### config.mk
export PLATFORM = sky130hd
export DESIGN_NAME = mem_port_arbiter
export DESIGN_NICKNAME = d
export VERILOG_FILES = /design/src/rtl/cpu2mem_pkg.sv /design/src/rtl/rr_pick2.sv /design/src/rtl/mem_port_arbiter.sv
export SDC_FILE = /design/constraint.sdc
export NUM_CORES = 1
export LEC_CHECK = 0
export CAP_MARGIN = 20
export CORE_ASPECT_RATIO = 1.25
export CORE_UTILIZATION = 55
export DETAILED_ROUTE_END_ITERATION = 16
export DONT_BUFFER_PORTS = 1
export PLACE_DENSITY = 0.68
export SYNTH_ARGS = -nofsm -noshare
export SYNTH_HDL_FRONTEND = slang
export SYNTH_SLANG_ARGS = --single-unit
### constraint.sdc
create_clock -name clk -period 2.2 [get_ports clk]
set_clock_uncertainty 0.15 [all_clocks]
set_input_delay 0.33 -clock clk [delete_from_list [all_inputs] [get_ports clk]]
set_output_delay 0.33 -clock clk [all_outputs]
set_load 0.03 [all_outputs]
### src/rtl/cpu2mem_pkg.sv
// Shared types and defaults for the cpu2mem memory port and its arbiters.
package cpu2mem_pkg;

  localparam int DEF_AW = 32;
  localparam int DEF_DW = 32;

  typedef enum logic {IDLE = 1'b0, BUSY = 1'b1} arb_state_t;

  typedef logic [DEF_AW-1:0] addr_t;
  typedef logic [DEF_DW-1:0] data_t;

endpackage

### src/rtl/rr_pick2.sv
// Two-way round-robin winner select; a lone requester always wins,
// a tie goes to the requester that did not win last time.
module rr_pick2 (
  input  logic [1:0] req,
  input  logic       last,
  output logic       any,
  output logic       win
);

  assign any = |req;
  assign win = (req == 2'b11) ? ~last : req[1];

endmodule

### src/rtl/mem_port_arbiter.sv
// Round-robin arbiter serialising instruction-fetch and data-load reads
// onto the single cpu2mem port, with response routing and a hung-read timeout.
module mem_port_arbiter
  import cpu2mem_pkg::*;
#(
  parameter int AW      = DEF_AW,
  parameter int DW      = DEF_DW,
  parameter int TIMEOUT = 16
) (
  input  logic          clk,
  input  logic          rst_n,
  input  logic [1:0]    req_i,
  input  logic [AW-1:0] addr0_i,
  input  logic [AW-1:0] addr1_i,
  output logic [1:0]    gnt_o,
  output logic [1:0]    rvalid_o,
  output logic [DW-1:0] rdata_o,
  output logic          rerr_o,
  output logic [AW-1:0] mem_addr,
  output logic          mem_read,
  input  logic [DW-1:0] mem_data,
  input  logic          mem_valid,
  output logic          dbg_state
);

  localparam int TCW = $clog2(TIMEOUT);

  // Handshakes: req_i[i] is held until gnt_o[i] pulses; mem_read stays high
  // from grant until the edge that samples mem_valid (or the timeout fires);
  // rvalid_o[i] is a one-cycle pulse qualifying rdata_o and rerr_o.

  arb_state_t     state;
  logic           last;
  logic           owner;
  logic [TCW-1:0] tcnt;
  logic           any;
  logic           win;

  rr_pick2 u_pick (
    .req  (req_i),
    .last (last),
    .any  (any),
    .win  (win)
  );

  assign dbg_state = (state == BUSY);

  always_ff @(posedge clk or negedge rst_n) begin
    if (!rst_n) begin
      state    <= IDLE;
      last     <= 1'b1;
      owner    <= 1'b0;
      tcnt     <= '0;
      gnt_o    <= '0;
      rvalid_o <= '0;
      rdata_o  <= '0;
      rerr_o   <= 1'b0;
      mem_addr <= '0;
      mem_read <= 1'b0;
    end else begin
      gnt_o    <= '0;
      rvalid_o <= '0;
      rerr_o   <= 1'b0;
      case (state)
        IDLE: begin
          if (any) begin
            gnt_o    <= win ? 2'b10 : 2'b01;
            mem_addr <= win ? addr1_i : addr0_i;
            mem_read <= 1'b1;
            owner    <= win;
            last     <= win;
            tcnt     <= '0;
            state    <= BUSY;
          end
        end
        BUSY: begin
          // A response arriving on the expiry cycle is still delivered normally.
          if (mem_valid) begin
            rdata_o  <= mem_data;
            rvalid_o <= owner ? 2'b10 : 2'b01;
            mem_read <= 1'b0;
            state    <= IDLE;
          end else if (tcnt == TCW'(TIMEOUT - 1)) begin
            rdata_o  <= '0;
            rvalid_o <= owner ? 2'b10 : 2'b01;
            rerr_o   <= 1'b1;
            mem_read <= 1'b0;
            state    <= IDLE;
          end else begin
            tcnt <= tcnt + 1'b1;
          end
        end
        default: state <= IDLE;
      endcase
    end
  end

endmodule

* Yosys cells after proc, flatten, opt, wreduce, memory -nomap -nowiden
Cells that the tools add are included.
** Word-level totals
- Bits in registers :: 77
- Output and inout port bits :: 71
- Input port bits :: 101
- Logic and storage cells :: 51
** Operators by class
- Reduce and logical (&&, ||, !) cells :: 6
- Equal/unequal tests :: 6
- Mux-type cells :: 26
- Add/subtract/negate cells :: 1
- Bitwise logic cells :: 2
** Operators with widths (number)
- $mux 32 :: 3
- $mux 2 :: 7
- $mux 4 :: 3
- $mux 1 :: 10
- $pmux 4 s2 :: 1
- $ne 2x2->1 const B :: 3
- $reduce_and 2->1 :: 3
- $add 4x1->4 const B :: 1
- $eq 4x4->1 const B :: 1
- $pmux 1 s2 :: 2
- $ne 3x2->1 const B :: 1
- $reduce_and 3->1 :: 1
- $eq 2x2->1 const B :: 1
- $not 1->1 :: 2
- $reduce_bool 2->1 :: 1
- $reduce_or 2->1 :: 1

* Depth between registers and ports, before layout
- Word-level depth :: 5
- Gate-level depth with buffers :: 6
- Mapped depth without buffers :: 4

* Modules after synthesis
A second synthesis with hierarchy kept.
** Second synthesis, totals
- Cell total of the unflattened synthesis :: 260
- Area, all modules :: 3150.5 um^2
** Modules (own cells, without submodules)
- mem_port_arbiter :: area an instance 3136.8 um^2, times used 1, cells an instance 258, seq. area each 1928.1 um^2
- rr_pick2 :: area an instance 13.8 um^2, times used 1, cells an instance 2, seq. area each 0.0 um^2

* Worst setup path after synthesis
Ideal clock, no wire load.
- Kind :: reg2reg
- Start point :: reg state, in the netlist dbg_state
- End point :: reg mem_addr[0]
- Arrival time :: 1.371 ns
- Cell stages (with the launch flop) :: 7
- Setup time :: 0.126 ns
- Data required time :: 1.924 ns
- Path buffers :: 3
- Slack :: 0.553 ns
- Clock period less this slack :: 1.647 ns
- Path through :: dfrtp_1 > buf_6 > nand2b_1 > a21oi_2 > buf_6 > buf_6 > a221o_1
** On the way
- Word-level cells in the longest chain between the ends :: 2
** Ends and longest elaborated chain
- start, declared :: line mem_port_arbiter.sv:32 : arb_state_t state;
- start signal, assigned :: line mem_port_arbiter.sv:50 : state <= IDLE;
- start signal, assigned :: line mem_port_arbiter.sv:73 : state <= BUSY;
- start signal, assigned :: line mem_port_arbiter.sv:82 : state <= IDLE;
- $not 1->1 (no line)
- $reduce_and 2->1 (no line)
- end signal, assigned :: line mem_port_arbiter.sv:68 : mem_addr <= win ? addr1_i : addr0_i;
- end, declared :: line mem_port_arbiter.sv:19 : output logic [AW-1:0] mem_addr,
No other way between the ends.
A chain may end at the register's enable or synchronous reset.

* Worst setup path in the final report
- Start point :: reg state, in the netlist dbg_state
- End point :: reg mem_addr[29]
The elaborated chain is that of the path after synthesis.

==> results.md <==
- Status: finished with violations
- Violated checks: negative hold slack
- Register area: 1930 µm²
- Slew HR: 65.5%
- Worst-Skew Late Latency: 0.34 ns
- Port bufs: 0
- Layout cells sized above 1: 8.62%
- Total power: 5.87 mW
- Most frequent cells in the layout: 86 x dlygate4sd3_1, 76 x dfrtp_1, 32 x a22o_1, 27 x a221o_1, 15 x and2_0
- Top achievable clock speed: 0.476 GHz
- Initial antenna violation count: 0
- Hold Path Class: in2async
- Chip Height: 86.7 µm
- Core outline area: 5480 µm²
- Setup bufs post-CTS: 0
- Area share of the largest cell type after synthesis: 60.2%
- Clk pwr share: 18.7%
- Clk buf depth: 2
- Fillers: 320
- Worst Setup Start Kind: register
- Initial Util: 57.6%
- R2R cell count: 4
- Crit Path Class: reg2reg
- Hold Vio Cnt, Final: 77
- Clock Sinks: 77
- Routability cong.: 0.667
- Hold Buf Count CTS: 86
- Total negative setup slack: 0 ns
- Commonest non-fill, non-tap cell in the layout: dlygate4sd3_1
- Vias in the first global route: 2504
- Slowest cell delay on critical path: 0.60 ns
- Final net count: 422
- Synth Area in Adders: 0.396%
- H-tree depth: 3
- Cell Chain, Critical Path: o21bai_4, and2_1, a221o_1, dlygate4sd3_1
- Drt pass-1 iters: 4
- Final Max Tran Viols: 0
- Synth cell types: 33
- Final wirelength: 8600 µm
- Worst flop-to-flop path endpoint: mem_addr[29]
- Synth Area in Simple Gates: 9.39%
- Placed insts: 285
- Gate Count Post-Synth: 235
- Number of vias per cell: 6.15
- PwrDens: 1380 nW/µm²
- Worst-path maximum fanout: 21
- Rows: 30
- Synth Area per Inst: 13.4 µm²
- Via count of the routed design: 2391
- P_sw: 2.47 mW
- Register area share after synthesis: 61.1%
- DP HPWL: 4510 µm
- Worst R2R Start: dbg_state
- Fin crit share: 95.4%
- I/O Pins: 172
- Leak: 1.91 nW
- Largest family of logic cells by synthesized area: compound AO/OA/AOI/OAI gates
- Worst Tran Pin Value: 0.516 ns
- Final setup fails: 0
- Total gr overflow: 0
- Max Cap Viol: 0
- RSZ-0062 raised after global routing: false
- Initial DRC count: 89
- Fin Hold WS: -0.477 ns
- Non-filler instance count after layout: 389
- Drt wl/cell: 22.1 µm
- Die W: 69.8 µm
- Area leader, netlist: dfrtp_1
- Mux share of post-synthesis cell area: 1.59%
- Switching share of power: 42.2%
- Total track usage: 28.8%
- Multi-input gate area: 1080 µm²
- Area Overhead vs Synth: 34.2%
- Flop pwr share: 56.7%
- Pin count of the biggest net entering global routing: 78
- CTS Root Cell: clkbuf_8
- Clk slew on worst S/H paths: 0.08 ns
- First-pass GRT wire length: 13100 µm
- CTS buffer count: 9
- CTS tree: yes
- Setup slack, reg-to-reg: 0.10 ns
- Post-detailed-route count of antenna-violating nets: 0
- DRC Markers: 0
- Compound-gate portion of the synthesized area: 22.3%
- Int Pwr: 3.39 mW
- Post-Synth XOR/XNOR Area: 0%
- # diodes: 0
- Required @ worst endpoint: 2.26 ns
- Critical path capture point type: register
- Combinational share of power: 24.6%
- Synth area leaders: dfrtp_1 60%, a22o_1 8.9%, a221o_1 8.6%, and2_0 3.0%, buf_6 2.9%
- DIE AREA: 6050 µm²
- Syn_nets: 337
- Worst ir drop on vdd: 717 µV
- Synthesized cell area: 3160 µm²
- Slowest-stage cell, CP: dlygate4sd3_1
- Ys Warns: 0
- Min Tclk post-route: 2.10 ns
- Number of synthesized register bits: 77
- Critical Path AT: 2.16 ns
how the worst max path moves through the flow:
stage	from	endpoint	slack, ns	cells after the start
4_1_cts	dbg_state	mem_addr[0]	0.02	4
3_5_place_dp	tcnt[0]	rdata_o[16]	0.38	5
5_1_grt	dbg_state	mem_addr[29]	0.03	5
2_1_floorplan	dbg_state	mem_addr[0]	0.55	6
6_report	dbg_state	mem_addr[29]	0.10	4
3_3_place_gp	tcnt[0]	rdata_o[14]	0.50	5
critical path: cells and delay by family (launching register included):
family / cells / cell delay [ns]
compound gates: 2 / 0.56
flops: 1 / 0.44
simple gates: 1 / 0.23
buf+inv: 1 / 0.60
cells by family after synthesis:
logic type	Yosys count
fa+ha+maj	1
buf+inv	23
compound gates	78
flops	77
mux	5
simple gates	51
timing repair:
action                                 4_1_cts  5_1_grt
setup endpoints to repair                    0       27
resized for setup                            0        4
endpoints found under the hold margin      136       77
flip-flops by register name, summed over array words and instances, names as in the netlist:
register / cells
owner: 1
mem_read: 1
rdata_o: 32
tcnt: 4
last: 1
rerr_o: 1
gnt_o: 2
rvalid_o: 2
dbg_state: 1
mem_addr: 32
per-stage QoR:
| step | cell area (µm²) | setup slack (ns) | util, % |
|---|---|---|---|
| after floorplan | 3160 | 0.553 | - |
| after global placement | 3120 | 0.505 | 56.9 |
| after detailed placement | 3120 | 0.381 | 56.9 |
| after CTS | 4190 | 0.0219 | 76.5 |
| after global routing | 4240 | 0.0250 | 77.3 |
| final | 4240 | 0.100 | 77.3 |
routing by layer:
layer  share of wire (%)  global-route usage (%)
met5                   0                       0
met2                  52                    48.3
met4                 2.4                    13.8
met1                  37                    33.7
met3                 8.1                    9.19
Yosys cell counts:
| library cell | instances |
|---|---|
| dfrtp_1 | 76 |
| a22o_1 | 32 |
| a221o_1 | 27 |
| and2_0 | 15 |
| and2_1 | 13 |
| buf_6 | 8 |
| nand2_1 | 8 |
| o21ai_1 | 8 |
| buf_2 | 6 |
| inv_1 | 5 |
| mux2i_1 | 5 |
| nand3_1 | 5 |
| buf_4 | 3 |
| a21bo_1 | 2 |
| nand2b_1 | 2 |
| nor2_1 | 2 |
| o211ai_1 | 2 |
| a21o_1 | 1 |
| a21oi_2 | 1 |
| a21oi_4 | 1 |
| a31oi_1 | 1 |
| and3_1 | 1 |
| and3b_1 | 1 |
| clkbuf_1 | 1 |
| dfstp_2 | 1 |
| ha_1 | 1 |
| nand2b_4 | 1 |
| nor2b_1 | 1 |
| nor3_1 | 1 |
| o21ai_0 | 1 |
| o21ai_4 | 1 |
| o21bai_4 | 1 |
| or3_1 | 1 |
power groups by stage:
stage	registers (mW)	clock network (mW)	logic [mW]
floorplan	3.21	0	0.866
global placement	3.31	0	0.891
detailed placement	3.31	0	0.971
CTS	3.30	1.11	1.36
global route	3.38	1.19	1.57
finish	3.33	1.10	1.44
final cells by class:
| class | instances | share of cell area, % |
|---|---|---|
| sequential | 77 | 45.5 |
| clock inverter | 5 | 1.39 |
| inverter | 5 | 0.443 |
| clock buffer | 11 | 3.57 |
| timing repair buffer | 91 | 21.6 |
| tap | 64 | 1.89 |
| multi-input combinational | 136 | 25.5 |
(Power assumes the default switching activity.)
